`src/rtl/ulx3s_pkg.sv`:
```
// Shared ULX3S board constants and helpers.
// Converts millisecond timing parameters into clock-cycle counts.
package ulx3s_pkg;

    localparam int CLK_HZ_DEFAULT = 25_000_000;

    function automatic int ms_to_cycles(input int clk_hz, input int ms);
        return (clk_hz / 1000) * ms;
    endfunction

endpackage

```
`src/rtl/btn_debounce.sv`:
```
// One push-button front end: 2-flop synchroniser, stable-time filter,
// rising-edge step pulse and optional hold auto-repeat.
module btn_debounce #(
    parameter int DB_CYCLES  = 250_000,
    parameter int RPT_CYCLES = 0
) (
    input  logic clk,
    input  logic rst,
    input  logic btn,
    output logic level,
    output logic pulse
);

    localparam int DB_W  = (DB_CYCLES > 1) ? $clog2(DB_CYCLES) : 1;
    localparam int RPT_W = (RPT_CYCLES > 1) ? $clog2(RPT_CYCLES) : 1;
    localparam logic [DB_W-1:0]  DB_LAST  = DB_W'(DB_CYCLES - 1);
    localparam logic [RPT_W-1:0] RPT_LAST = RPT_W'((RPT_CYCLES > 0) ? RPT_CYCLES - 1 : 0);

    logic             sync1;
    logic             sync2;
    logic [DB_W-1:0]  db_cnt;
    logic [RPT_W-1:0] rpt_cnt;
    logic             db_flip;
    logic             level_next;
    logic             rpt_fire;

    always_comb begin
        db_flip    = (sync2 != level) && (db_cnt == DB_LAST);
        level_next = level ^ db_flip;
        rpt_fire   = 1'b0;
        // Repeat only while the level was already high and stays high this edge.
        if (RPT_CYCLES > 0) begin
            rpt_fire = level && level_next && (rpt_cnt == RPT_LAST);
        end
    end

    always_ff @(posedge clk or posedge rst) begin
        if (rst) begin
            sync1   <= 1'b0;
            sync2   <= 1'b0;
            db_cnt  <= '0;
            level   <= 1'b0;
            rpt_cnt <= '0;
            pulse   <= 1'b0;
        end else begin
            sync1 <= btn;
            sync2 <= sync1;
            level <= level_next;
            pulse <= (db_flip && !level) || rpt_fire;

            if ((sync2 == level) || db_flip) begin
                db_cnt <= '0;
            end else begin
                db_cnt <= db_cnt + 1'b1;
            end

            if ((RPT_CYCLES == 0) || !level_next || rpt_fire) begin
                rpt_cnt <= '0;
            end else if (level) begin
                rpt_cnt <= rpt_cnt + 1'b1;
            end
        end
    end

endmodule

```
`src/rtl/btn_counter_leds.sv`:
```
// Debounced up/down/clear button counter for the ULX3S LED bar, with
// wrap or saturate arithmetic and a sticky overflow flag.
module btn_counter_leds
    import ulx3s_pkg::*;
#(
    parameter int CLK_HZ      = CLK_HZ_DEFAULT,
    parameter int DEBOUNCE_MS = 10,
    parameter int REPEAT_MS   = 250,
    parameter int CNT_WIDTH   = 6,
    parameter int LED_WIDTH   = 8
) (
    input  logic                 clk_25mhz,
    input  logic                 rst,
    input  logic                 btn_inc,
    input  logic                 btn_dec,
    input  logic                 btn_clr,
    input  logic                 mode_sat,
    output logic [CNT_WIDTH-1:0] count,
    output logic                 overflow,
    output logic [LED_WIDTH-1:0] led
);

    localparam int DB_RAW     = ms_to_cycles(CLK_HZ, DEBOUNCE_MS);
    localparam int DB_CYCLES  = (DB_RAW < 1) ? 1 : DB_RAW;
    localparam int RPT_CYCLES = ms_to_cycles(CLK_HZ, REPEAT_MS);
    localparam logic [CNT_WIDTH-1:0] CNT_MAX = '1;

    logic inc_level, dec_level, clr_level;
    logic inc_pulse, dec_pulse, clr_pulse;
    logic [CNT_WIDTH-1:0] count_next;
    logic overflow_next;
    logic unused_levels;

    assign unused_levels = dec_level ^ clr_level;

    btn_debounce #(.DB_CYCLES(DB_CYCLES), .RPT_CYCLES(RPT_CYCLES)) u_inc (
        .clk(clk_25mhz), .rst(rst), .btn(btn_inc), .level(inc_level), .pulse(inc_pulse)
    );

    btn_debounce #(.DB_CYCLES(DB_CYCLES), .RPT_CYCLES(RPT_CYCLES)) u_dec (
        .clk(clk_25mhz), .rst(rst), .btn(btn_dec), .level(dec_level), .pulse(dec_pulse)
    );

    // Clear is strictly edge-triggered: no repeat while held.
    btn_debounce #(.DB_CYCLES(DB_CYCLES), .RPT_CYCLES(0)) u_clr (
        .clk(clk_25mhz), .rst(rst), .btn(btn_clr), .level(clr_level), .pulse(clr_pulse)
    );

    always_comb begin
        count_next    = count;
        overflow_next = overflow;
        if (clr_pulse) begin
            count_next    = '0;
            overflow_next = 1'b0;
        end else if (inc_pulse ^ dec_pulse) begin
            // A blocked or wrapping step always raises the sticky flag.
            if (inc_pulse) begin
                if (count == CNT_MAX) begin
                    overflow_next = 1'b1;
                    if (!mode_sat) count_next = '0;
                end else begin
                    count_next = count + 1'b1;
                end
            end else begin
                if (count == '0) begin
                    overflow_next = 1'b1;
                    if (!mode_sat) count_next = CNT_MAX;
                end else begin
                    count_next = count - 1'b1;
                end
            end
        end
    end

    always_ff @(posedge clk_25mhz or posedge rst) begin
        if (rst) begin
            count    <= '0;
            overflow <= 1'b0;
        end else begin
            count    <= count_next;
            overflow <= overflow_next;
        end
    end

    always_comb begin
        led                = '0;
        led[CNT_WIDTH-1:0] = count;
        led[CNT_WIDTH]     = overflow;
        led[CNT_WIDTH+1]   = inc_level;
    end

endmodule
```
`config.mk`:
```
export PLATFORM = sky130hd
export DESIGN_NAME = btn_counter_leds
export DESIGN_NICKNAME = d
export VERILOG_FILES = /design/src/rtl/ulx3s_pkg.sv /design/src/rtl/btn_debounce.sv /design/src/rtl/btn_counter_leds.sv
export SDC_FILE = /design/constraint.sdc
export NUM_CORES = 1
export LEC_CHECK = 0
export CAP_MARGIN = 30
export CORE_MARGIN = 2
export CORE_UTILIZATION = 45
export CTS_CLUSTER_SIZE = 24
export DETAILED_ROUTE_END_ITERATION = 7
export DONT_BUFFER_PORTS = 1
export GPL_TIMING_DRIVEN = 0
export HOLD_SLACK_MARGIN = 0.12
export PLACE_DENSITY = 0.64
export SETUP_SLACK_MARGIN = 0.5
export SLEW_MARGIN = 10
export SYNTH_ARGS = -nofsm -noshare
export SYNTH_HDL_FRONTEND = slang
export SYNTH_SLANG_ARGS = --single-unit
```
`constraint.sdc`:
```
create_clock -name clk_25mhz -period 4.07 [get_ports clk_25mhz]
set_clock_uncertainty 0.15 [all_clocks]
set_input_delay 0.6105 -clock clk_25mhz [delete_from_list [all_inputs] [get_ports clk_25mhz]]
set_output_delay 0.6105 -clock clk_25mhz [all_outputs]
set_load 0.1 [all_outputs]
```
# == After elaboration in Yosys (flattened, before gate mapping) ==
# Index checks and enable logic that the tools add are counted.
# word_totals
ff_bits,119
# op_classes
addsub,7
n_eq_ne,15
n_mux,19
bitwise_logic,4
n_reduce_logical,29
# op_table
op,count
$mux W23,4
$add A18 B1 Y18 const B,3
$eq A18 B18 Y1 const B,3
$mux W18,3
$add A23 B1 Y23 const B,2
$eq A23 B23 Y1 const B,2
$mux W6,7
$logic_and A1 B1 Y1,10
$logic_or A1 B1 Y1,7
$add A6 B1 Y6 const B,1
$eq A6 B6 Y1 const B,1
$logic_not A6 Y1,1
$reduce_and A3 Y1,2
$reduce_bool A2 Y1,3
$sub A6 B1 Y6 const B,1
$logic_not A1 Y1,5
$mux W1,5
$ne A4 B2 Y1 const B,1
$ne A4 B3 Y1 const B,1
$xor A1 B1 Y1,4
$eq A1 B1 Y1,3
$ne A1 B1 Y1,3
$ne A3 B2 Y1 const B,1
$reduce_bool A3 Y1,1

# == Longest topological paths before layout ==
# Gate-level depths: netlist (run 1).
# logic_depth
word_depth,7
mapped_depth,8

# == By module ==
# From an unflattened synthesis (run 1), not the netlist that was laid out.
# hier_totals
hier_cells,695
area_unflattened_um2,6815.3
# modules_own_cells
mod,n_inst,cells_per_inst,area_per_inst_um2,seq_area_each_um2
btn_debounce at u_dec ...,2,247,2484.9,1126.1
btn_debounce at u_clr,1,100,1039.7,550.5
btn_counter_leds,1,101,805.8,175.2

# == Least setup slack after synthesis (run 1) ==
# OpenSTA, ideal clock, no wires.
# synth_timing
path_type,flip-flop to flip-flop
startpoint,register count[0]
endpoint,register count[4]
setup_ns,0.100
arrival_ns,2.407
required_ns,3.820
setup_slack_ns,1.414
stages_incl_launch_ff,9
cell_sequence,dfrtp_1 > inv_1 > ha_1 > nor2b_1 > nand3_1 > a21o_1 > clkbuf_1 > a21oi_1 > a311oi_1
# synth_between
elab_chain_len,5
# synth_rtl
element,line_no,source
start: declaration,btn_counter_leds.sv:18,"output logic [CNT_WIDTH-1:0] count,"
start signal: assignment,btn_counter_leds.sv:80,count <= count_next;
$sub A6 B1 Y6 (tied with other cells),btn_counter_leds.sv:69,count_next = count - 1'b1;
"$mux W6, on equally long branches","btn_counter_leds.sv:65, btn_counter_leds.sv:58",
$mux W6,btn_counter_leds.sv:57,if (inc_pulse) begin
$mux W6,btn_counter_leds.sv:55,end else if (inc_pulse ^ dec_pulse) begin
$mux W6,btn_counter_leds.sv:52,if (clr_pulse) begin
# Parallel ways exist; a longest one is shown, timed or not. The select of a mux whose other input is x is not followed.
# A chain may end at the register's enable or synchronous reset.

# == Final worst setup path (run 1) ==
# layout_timing
startpoint,register count[3]
endpoint,register count[5]
# The elaborated chain is that of the path after synthesis.

==> qor.yml, run 1 <==
run_status:
  outcome: "complete, no violations"
timing:
  post-route-min-period_ns: 2.871
  setup_violations: 0
  drv_slew: 0
  rsz0062_at_grt: "no"
  fin_tns_setup_ns: 0
  fin_crit_sh_pct: 70.54
  final_hold_viol_count: 0
  max_transition_margin_pct: 36.23
  achievable_clock_frequency_ghz: 0.3483
  transition_time_at_the_pin_with_the_least_slew_margin_ns: 0.9565
grt:
  antenna_found_initial: 0
  first_pass_grt_wire_length_um: 23880
  grt_start_max_net_pins: 36
  grtUsageTotal_pct: 19.82
  grt_pass1_vias: 5090
  globalRoute.totalOverflow: 0
yosys:
  post_synthesis_instance_total: 674
  ys.flop_type: "dfrtp_1"
  synthAdderAreaFrac_pct: 1.563
  compound_cell_area_share_of_the_yosys_netlist_pct: 10.66
  synth.mux.area_fraction_pct: 0.3320
  number_of_distinct_library_cell_variants_in_the_gate_level_netlist_after_synthesis: 70
  synth_seq_area_share_pct: 46.48
  synth_area_um2: 6406
  synth_fp_nets: 688
  total_number_of_yosys_warnings: 0
  basic_gate_share_of_the_synthesized_area_counting_and_or_nand_and_nor_cells_pct: 26.37
  synth_async_sr_flop_share_pct: 100.0
  dominant_combinational_cell_family_by_area_after_synthesis: "simple AND/OR/NAND/NOR gates"
  synth_enable_flop_cells: 0
  yosys_register_bits: 119
  post_synth.cell_area_avg_um2: 9.505
  synth_xor_xnor_area_share_pct: 10.39
clocking:
  cts-buffers-inserted: 17
  cts_max_level: 4
  clock_tree.root_cell: "clkbuf_16"
  worst_setup_hold_path_clk_slew_ns: 0.06
  number_of_buffers_on_the_longest_clock_path: 2
  post_cts_resized: 0
  worst_skew_pair.late_latency_ns: 0.42
  total_clock_sinks: 119
  tritoncts: "built"
routing:
  drt_wl_total_um: 13780
  wl_per_cell_um: 15.32
  routed-via-count: 5146
  route.antenna.remaining_nets: 0
  drt_iter0_markers: 410
  detail_route.drc_violations: 0
  drt_pre_antenna_iters: 5
  avgViaCountPerCell: 5.724
finish:
  antenna-diode-count: 0
  layout.cells.most_common_list: "dfrtp_1 (119), nor2_1 (97), nand2_1 (40), xnor2_1 (39), nand3_1 (38)"
  finish.net_count: 721
  layout.cells.most_common: "dfrtp_1"
  layout_overhead_on_the_synthesized_area_pct: 16.45
  layout-drive-gt1-share_pct: 10.57
setup_path:
  r2r-start: "count[3]"
  critical-path-top-delay-family: "flip-flops"
  critical-path-slowest-cell: "dfrtp_1"
  worst_ep_arrival_time_ns: 3.05
  crit_chain: "clkbuf_1, nand2_1, o311a_1, a21o_1, clkbuf_1, o22ai_1, o2bb2ai_1"
  destination_of_the_worst_register_to_register_timing_path: "count[5]"
  worstPathBufferInverterCount: 2
  crit_fanout: 8
  cp.required_ns: 4.25
  timing.critical_path.mode_cell: "clkbuf_1"
  worst_setup_path_start_kind: "register"
  worst_setup_path_end_kind: "register"
  regToRegSetupSlack_ns: 1.20
  delay_of_the_slowest_cell_on_the_worst_path_ns: 0.94
  timing_worst_setup_path_type: "reg -> reg"
  reg2reg_depth: 7
power:
  power.density_nw_per_um2: 376.5
  ir_worst_vdd_v: 0.0002773
  power_leakage_uw: 0.002966
  design_power_total_uw: 2809
hold_path:
  hold_depth: 0
  worstHoldPathType: "reg -> reg"
  hold-path-endpoint: "u_dec.sync2"
  worst_hold_startpoint: "u_dec.sync1"
die:
  y_dimension_of_the_die_um: 123.3
  top_level_ports: 21
  design.core.area_um2: 13880
  die_width_um: 123.3
  initial_core_util_pct: 46.15
  rows: 43
  die_area_um2: 15210
place:
  last_weighted_congestion_value_of_the_routability_driven_placer: 0.8768
  detailedPlacementHpwl_um: 9443
  place.port_buffers: 0
flow_run:
  maxCapViolations: 0
[kinds of logic (layout without fill, tap and decap cells)]
| kind of cell | count (synthesis) | in the layout |
|---|---|---|
| simple gates | 311 | 311 |
| buf+inv | 56 | 101 |
| xor+xnor | 76 | 76 |
| mux | 2 | 2 |
| flops | 119 | 119 |
| fa+ha+maj | 8 | 8 |
| compound gates | 102 | 102 |
[metrics by stage]
step | utilization (%) | cell area (um2) | std cells | setup WS (ns) | hold WS (ns)
finish | 53.74 | 7460 | 899 | 1.199 | 0.1981
floorplan | - | 6410 | 674 | 1.414 | 0.1812
CTS | 53.52 | 7428 | 897 | 1.203 | 0.1988
global placement | 47.80 | 6635 | 854 | 1.180 | 0.1839
detailed placement | 48.88 | 6785 | 862 | 1.217 | 0.1863
global route | 53.74 | 7460 | 899 | 1.076 | 0.2134
[flip-flops by register name (all words and copies together), names as in the netlist, named ones only]
register	count
u_dec.rpt_cnt	23
u_inc.rpt_cnt	23
u_clr.db_cnt	18
u_dec.db_cnt	18
u_inc.db_cnt	18
count	6
overflow	1
u_clr.pulse	1
u_clr.sync1	1
u_clr.sync2	1
u_dec.level	1
u_dec.pulse	1
u_dec.sync1	1
u_dec.sync2	1
u_inc.level	1
u_inc.pulse	1
u_inc.sync1	1
u_inc.sync2	1
[how the worst max path moves through the flow]
stage | to | slack (ns) | startpoint | depth (start not counted)
after global placement | u_dec.db_cnt[3] | 1.18 | rst | 1
after CTS | count[4] | 1.20 | count[3] | 7
after global routing | count[5] | 1.08 | count[3] | 7
after floorplan | count[4] | 1.41 | count[0] | 8
final | count[5] | 1.20 | count[3] | 7
after detailed placement | count[4] | 1.22 | count[3] | 7
[power by group]
| part | internal, uW | leakage (uW) | switching, uW |
|---|---|---|---|
| Clock | 1030 | 0.000296 | 515 |
| Sequential | 1190 | 0.00164 | 9.87 |
| Combinational | 18.4 | 0.00103 | 40.4 |
| Total | 2240 | 0.00297 | 566 |
[timing repair]
action,4_1_cts,5_1_grt
hold buffers,4,0
endpoints found under the hold margin,29,0
buffers inserted,0,0
[synthesized netlist by cell type (all sizes together) (6+ instances only)]
master     n  area (um2)
dfrtp    119        2978
nor2      97       364.1
nand2     41       156.4
xnor2     39       341.6
nand3     38       190.2
xor2      37       324.1
a21oi     28       140.1
nand4     27       175.2
buf       23       145.1
o21ai     23       118.9
inv       19       71.32
and3      14       92.59
clkbuf    14       52.55
nor3      11       55.05
or3       11       68.82
or4       11       86.33
and4      10       87.58
o31ai     10       75.07
nor4       9       77.57
a2111oi    8       85.08
ha         8       100.1
a211oi     6       45.04
nor4b      6       52.55
[area by class of cell]
type,instances,area [um2]
fillers,1210,6421
multi-input cells,499,3159
flip-flops and latches,119,2978
clock buffers,21,450.4
well taps,180,225.2
repair buffers,14,221.5
plain buffers,37,197.7
clock inverters,10,152.6
inverters,19,75.07
[routing by layer]
metal  vias up  global-route usage, %  wire [um]
met5         -                      0          0
met4         0                  8.665        242
met3        24                  4.290        455
met2       106                  31.70       6550
met1      2543                  25.96       6526
li1       2473                      -          -
Note: power is estimated with default switching activity, not from simulation.
==> run 2: changes to the inputs <==
==> constraint.sdc (replaced) <==
create_clock -name clk_25mhz -period 2.6 [get_ports clk_25mhz]
set_clock_uncertainty 0.15 [all_clocks]
set_input_delay 0.39 -clock clk_25mhz [delete_from_list [all_inputs] [get_ports clk_25mhz]]
set_output_delay 0.39 -clock clk_25mhz [all_outputs]
set_load 0.1 [all_outputs]
==> run 2 against run 1 <==
  * Wire length grew 16%
  * Via count rose by 6.2%
  * Sequential cell count did not move
  * Clock-buffer cell count grew 2
  * First-iteration DRC count is 13% higher
  * Utilization increased by 9.6 points
  * Final area increased by 18%
  * Highest routed layer unchanged
  * Sequential share of layout area down 5.7 points
  * Critical path depth is the same
==> qor.yml, run 2 (synthesis results as in run 1) <==
timing:
  rsz0062_at_grt: "yes"  # was no
  final_hold_viol_count: 0  # unchanged
  fin_crit_sh_pct: 86.39  # was 70.54%
  drv_slew: 0  # unchanged
  final.hold.worst_slack_ns: 0.2020  # was 0.1981 ns
  post-route-min-period_ns: 2.246  # was 2.871 ns
  max_transition_margin_pct: 50.66  # was 36.23%
  achievable_clock_frequency_ghz: 0.4452  # was 0.3483 GHz
  transition_time_at_the_pin_with_the_least_slew_margin_ns: 0.7345  # was 0.9565 ns
  setup_violations: 0  # unchanged
grt:
  grtUsageTotal_pct: 21.66  # was 19.82%
  antenna_found_initial: 0  # unchanged
  first_pass_grt_wire_length_um: 25940  # was 23880 um
  globalRoute.totalOverflow: 0  # unchanged
  grt_pass1_vias: 5428  # was 5090
  grt_start_max_net_pins: 33  # was 36
setup_path:
  crit_fanout: 7  # was 8
  r2r-start: "u_inc.db_cnt[9]"  # was count[3]
  delay_of_the_slowest_cell_on_the_worst_path_ns: 0.58  # was 0.94 ns
  worst_setup_path_end_kind: "register"  # unchanged
  critical-path-slowest-cell: "or4b_4"  # was dfrtp_1
  worst_setup_path_start_kind: "register"  # unchanged
  worstPathBufferInverterCount: 2  # unchanged
  critical-path-top-delay-family: "simple AND/OR/NAND/NOR gates"  # was flip-flops
  startpoint: "u_inc.db_cnt[9]"  # was count[3]
  crit_chain: "or4b_4, nor4_4, buf_4, and2_4, buf_8, nand2b_4, o21ai_2"  # was clkbuf_1, nand2_1, o311a_1, a21o_1, clkbuf_1, o22ai_1, o2bb2ai_1
  timing_worst_setup_path_type: "reg -> reg"  # unchanged
  worst_ep_arrival_time_ns: 2.39  # was 3.05 ns
  cp.required_ns: 2.74  # was 4.25 ns
finish:
  layout.cells.most_common: "dfrtp_1"  # unchanged
  instances_no_fill: 944  # was 899
  finish.net_count: 765  # was 721
  layout-drive-gt1-share_pct: 33.12  # was 10.57%
  top_regs: "u_dec.rpt_cnt: 23 flops, u_inc.rpt_cnt: 23 flops"  # unchanged
  layout.cells.most_common_list: "dfrtp_1 (106), nor2_1 (77), buf_4 (47), xnor2_1 (39), xor2_1 (37)"  # was dfrtp_1 (119), nor2_1 (97), nand2_1 (40), xnor2_1 (39), nand3_1 (38)
  layout_overhead_on_the_synthesized_area_pct: 37.23  # was 16.45%
  antenna-diode-count: 0  # unchanged
power:
  power_frac_comb_pct: 2.9  # was 2.1%
  power_leakage_uw: 0.003372  # was 0.002966 uW
  power.switching_uw: 921.4  # was 565.6 uW
  power.density_nw_per_um2: 502.1  # was 376.5 nW/um2
  intPower_uw: 3492  # was 2243 uW
  swShare_pct: 20.88  # was 20.14%
  power.share.clock_pct: 54.4  # was 55.0%
  p_seq_share_pct: 42.7  # was 42.9%
  ir_worst_vdd_v: 0.0004492  # was 0.0002773 V
  design_power_total_uw: 4414  # was 2809 uW
routing:
  drt_iter0_markers: 462  # was 410
  drt_pre_antenna_iters: 4  # was 5
  routed-via-count: 5465  # was 5146
  wl_per_cell_um: 16.98  # was 15.32 um
  drt_wl_total_um: 16030  # was 13780 um
  route.antenna.remaining_nets: 0  # unchanged
  detail_route.drc_violations: 0  # unchanged
  avgViaCountPerCell: 5.789  # was 5.724
clocking:
  cts_max_level: 4  # unchanged
  clock_tree.root_cell: "clkbuf_16"  # unchanged
  worst_skew_pair.late_latency_ns: 0.42  # about the same
  tritoncts: "built"  # unchanged
  total_clock_sinks: 119  # unchanged
  worst_setup_hold_path_clk_slew_ns: 0.05  # was 0.06 ns
  number_of_buffers_on_the_longest_clock_path: 2  # unchanged
  cts-buffers-inserted: 17  # unchanged
die:
  design.core.area_um2: 13880  # unchanged
  die_width_um: 123.3  # unchanged
  die_area_um2: 15210  # unchanged
  rows: 43  # unchanged
  y_dimension_of_the_die_um: 123.3  # unchanged
  top_level_ports: 21  # unchanged
  initial_core_util_pct: 46.15  # unchanged
place:
  last_weighted_congestion_value_of_the_routability_driven_placer: 0.8678  # was 0.8768
  detailedPlacementHpwl_um: 9434  # was 9443 um
  placed_cells: 858  # was 862
  place.port_buffers: 0  # unchanged
hold_path:
  worst_hold_startpoint: "u_inc.sync1"  # was u_dec.sync1
  worstHoldPathType: "reg -> reg"  # unchanged
run_status:
  outcome: "complete, no violations"  # unchanged
flow_run:
  maxCapViolations: 0  # unchanged
==> run 2: changes by cell type in the layout (fill, tap and decap cells not counted), sizes merged <==
cell and delta:
clkbuf -2, bufinv -1, buf +47, o21ai +1
==> run 2: metal layers <==
layer,track usage [%],up-vias,share of wire (%)
li1,-,2583,-
met1,29.34,2716,45
met2,33.72,144,49
met3,6.135,22,4.0
met4,6.747,0,1.3
met5,0,-,0
==> run 2: area by class of cell <==
cell class                      instances  area, um2
Clock inverter                          9      122.6
Sequential cell                       119       3009
Buffer                                 37      340.3
Fill cell                            1057       5090
Tap cell                              180      225.2
Clock buffer                           23      478.0
Timing Repair Buffer                   57      585.6
Inverter                               19      77.57
Multi-Input combinational cell        500       3953
==> run 2: path summary, 6_finish.rpt <==
| path | slack (ns) | cells after the start | end |
|---|---|---|---|
| worst max-delay path | 0.35 | 7 | u_inc.rpt_cnt[1] |
| worst min-delay path | 0.20 | 0 | u_inc.sync2 |
| worst max register to register | 0.35 | 7 | u_inc.rpt_cnt[1] |
| worst min register to register | 0.20 | 0 | u_inc.sync2 |
| max in group asynchronous | 1.26 | 4 | u_dec.rpt_cnt[10] |
| min in group asynchronous | 0.31 | 2 | u_inc.rpt_cnt[5] |
==> run 2: stage by stage <==
stage / cell area, um2 / worst slack, ns / TNS (ns) / util, %
after floorplan: 6514 / 0.4202 / 0 / -
after detailed placement: 6827 / 0.2561 / 0 / 49.18
after CTS: 8048 / 0.4012 / 0 / 57.98
final: 8791 / 0.3538 / 0 / 63.33
after global routing: 8791 / 0.2847 / 0 / 63.33
after global placement: 6739 / -0.2380 / -7.716 / 48.55
==> run 2: power groups by stage <==
stage          sequential (uW)  clock (uW)  combinational [uW]
2_1_floorplan             1910           0                58.1
3_3_place_gp              1920           0                76.4
3_5_place_dp              1920           0                96.1
4_1_cts                   1880        2440                 114
5_1_grt                   1890        2540                 143
6_report                  1890        2400                 126
==> run 2: repair_timing <==
item                                   4_1_cts  5_1_grt
setup endpoints to repair                   95       90
hold buffers                                 4        0
endpoints found under the hold margin       40        0
gates cloned                                 4        4
buffers inserted                            25       17
gates resized for setup                     77      154
pin swaps                                   22       77
==> run 3: changes to the inputs <==
--- a/config.mk
+++ b/config.mk
@@ -6,6 +6,7 @@
 export NUM_CORES = 1
 export LEC_CHECK = 0
 export CAP_MARGIN = 30
+export CORE_ASPECT_RATIO = 0.5
 export CORE_MARGIN = 2
 export CORE_UTILIZATION = 45
 export CTS_CLUSTER_SIZE = 24
@@ -19,3 +20,4 @@
 export SYNTH_ARGS = -nofsm -noshare
 export SYNTH_HDL_FRONTEND = slang
 export SYNTH_SLANG_ARGS = --single-unit
+export TNS_END_PERCENT = 20
==> run 3 against run 2 <==
  * Sequential cell count unchanged
  * Clock power decreased by 7%
  * Total power decreased by 4.4%
  * Wire length decreased by 9.8%
  * Largest cell class unchanged
  * Highest routed layer unchanged
==> qor.yml, run 3 (synthesis results as in run 1) <==
run_status:
  outcome: "complete, no violations"  # unchanged
routing:
  routed-via-count: 5317  # was 5465
  wl_per_cell_um: 15.25  # was 16.98 um
  avgViaCountPerCell: 5.609  # was 5.789
  detail_route.drc_violations: 0  # unchanged
  drt_wl_total_um: 14460  # was 16030 um
  drt_iter0_markers: 348  # was 462
  drt_pre_antenna_iters: 5  # was 4
  route.antenna.remaining_nets: 0  # unchanged
grt:
  globalRoute.totalOverflow: 0  # unchanged
  met2_usage_pct: 31.47  # was 33.72%
  grtUsageTotal_pct: 19.54  # was 21.66%
  antenna_found_initial: 0  # unchanged
  met3_use_gr_pct: 3.952  # was 6.135%
  grt_start_max_net_pins: 31  # was 33
  grt_pass1_vias: 4948  # was 5428
  first_pass_grt_wire_length_um: 24090  # was 25940 um
  gr_layer_usage_met1_pct: 26.03  # was 29.34%
  busiest_layer: "met2"  # unchanged
finish:
  top_regs: "u_dec.rpt_cnt: 23 flops, u_inc.rpt_cnt: 23 flops"  # unchanged
  finish.utilization_pct: 58.54  # was 63.33%
  finish.net_count: 759  # was 765
  layout_overhead_on_the_synthesized_area_pct: 25.55  # was 37.23%
  layout.cells.most_common_list: "dfrtp_1 (112), nor2_1 (97), buf_4 (49), xnor2_1 (39)"  # was dfrtp_1 (106), nor2_1 (77), buf_4 (47), xnor2_1 (39), xor2_1 (37)
  antenna-diode-count: 0  # unchanged
  layout.cells.most_common: "dfrtp_1"  # unchanged
  layout-drive-gt1-share_pct: 21.30  # was 33.12%
flow_run:
  maxCapViolations: 0  # unchanged
setup_path:
  destination_of_the_worst_register_to_register_timing_path: "u_inc.rpt_cnt[7]"  # was u_inc.rpt_cnt[1]
  startpoint: "u_inc.db_cnt[1]"  # was u_inc.db_cnt[9]
  regToRegSetupSlack_ns: 0.39  # was 0.35 ns
  worst_ep_arrival_time_ns: 2.39  # about the same
  worst_setup_path_start_kind: "register"  # unchanged
  crit_fanout: 8  # was 7
  r2r-start: "u_inc.db_cnt[1]"  # was u_inc.db_cnt[9]
  timing_worst_setup_path_type: "reg -> reg"  # unchanged
  cp.required_ns: 2.79  # was 2.74 ns
  worst_setup_path_end_kind: "register"  # unchanged
  reg2reg_depth: 7  # unchanged
timing:
  post-route-min-period_ns: 2.205  # was 2.246 ns
  max_transition_margin_pct: 48.76  # was 50.66%
  drv_slew: 0  # unchanged
  final_hold_viol_count: 0  # unchanged
  final.hold.worst_slack_ns: 0.1989  # was 0.2020 ns
  setup_violations: 0  # unchanged
  rsz0062_at_grt: "yes"  # unchanged
  transition_time_at_the_pin_with_the_least_slew_margin_ns: 0.7627  # was 0.7345 ns
  fin_crit_sh_pct: 84.82  # was 86.39%
  achievable_clock_frequency_ghz: 0.4534  # was 0.4452 GHz
place:
  detailedPlacementHpwl_um: 8990  # was 9434 um
  place.port_buffers: 0  # unchanged
  last_weighted_congestion_value_of_the_routability_driven_placer: 0.8298  # was 0.8678
clocking:
  worst_skew_pair.late_latency_ns: 0.42  # about the same
  cts_max_level: 4  # unchanged
  worst_setup_hold_path_clk_slew_ns: 0.05  # about the same
  number_of_buffers_on_the_longest_clock_path: 2  # unchanged
  cts-buffers-inserted: 17  # unchanged
  tritoncts: "built"  # unchanged
  clock_tree.root_cell: "clkbuf_16"  # unchanged
  total_clock_sinks: 119  # unchanged
power:
  ir_worst_vdd_v: 0.0005154  # was 0.0004492 V
  power_leakage_uw: 0.003251  # was 0.003372 uW
  power.density_nw_per_um2: 524.9  # was 502.1 nW/um2
die:
  die_area_um2: 15260  # was 15210 um2
  initial_core_util_pct: 46.63  # was 46.15%
  design.core.area_um2: 13740  # was 13880 um2
  top_level_ports: 21  # unchanged
  y_dimension_of_the_die_um: 88.37  # was 123.3 um
  die_width_um: 172.7  # was 123.3 um
  rows: 30  # was 43
hold_path:
  worst_hold_startpoint: "u_clr.sync1"  # was u_inc.sync1
  hold-path-endpoint: "u_clr.sync2"  # was u_inc.sync2
  hold_depth: 0  # unchanged
  worstHoldPathType: "reg -> reg"  # unchanged
[run 3: final cells by class]
class / count / area (um2)
Tap cell: 192 / 240.2
Multi-Input combinational cell: 499 / 3367
Clock buffer: 22 / 484.2
Sequential cell: 119 / 2994
Inverter: 19 / 75.07
Timing Repair Buffer: 52 / 531.8
Fill cell: 1180 / 5695
Clock inverter: 8 / 73.82
Buffer: 37 / 276.5
[run 3: how the worst max path moves through the flow]
stage | endpoint | slack (ns) | depth (start not counted)
global placement | count[2] | -0.29 | 8
floorplan | count[4] | -0.06 | 8
global route | u_inc.rpt_cnt[6] | 0.31 | 8
finish | u_inc.rpt_cnt[7] | 0.39 | 7
CTS | u_dec.rpt_cnt[19] | 0.33 | 5
detailed placement | count[4] | -0.28 | 7
[run 3: worst max-delay path, stage by stage (launching register included)]
cell,delay (ns)
dfrtp_1,0.43
ha_4,0.20
and3_4,0.19
and3b_1,0.17
buf_4,0.17
and2_4,0.18
or4_1,0.50
a21oi_1,0.15
[run 3: repair_timing]
item                       4_1_cts  5_1_grt
hold endpoints to repair        72        0
setup endpoints to repair       92       94
pin swaps                        7       10
hold buffers                     4        0
resized for setup               54       47
cloned                           2        3
setup buffers                   16       18
[run 3: through the flow]
stage / setup WS (ns) / std cells / power (uW) / TNS (ns) / cell area, um2
after floorplan: -0.05647 / 674 / 1971 / -0.09987 / 6410
after global routing: 0.3088 / 948 / 4369 / 0 / 8043
after detailed placement: -0.2775 / 875 / 2009 / -1.416 / 6820
after global placement: -0.2949 / 866 / 1994 / -11.80 / 6650
final: 0.3946 / 948 / 4221 / 0 / 8043
after CTS: 0.3292 / 927 / 4251 / 0 / 7739
[run 3: layer usage]
layer	routed length, um	vias up
met5	0	-
met4	210	0
met3	469	22
met2	6725	106
met1	7053	2632
li1	-	2557
[run 3: where the power goes]
group	internal [uW]	leakage, uW	total [uW]	switching, uW
clock network	1400	0.000274	2230	829
logic	42.7	0.00135	109	66.8
registers	1870	0.00163	1890	15.5
total	3310	0.00325	4220	911
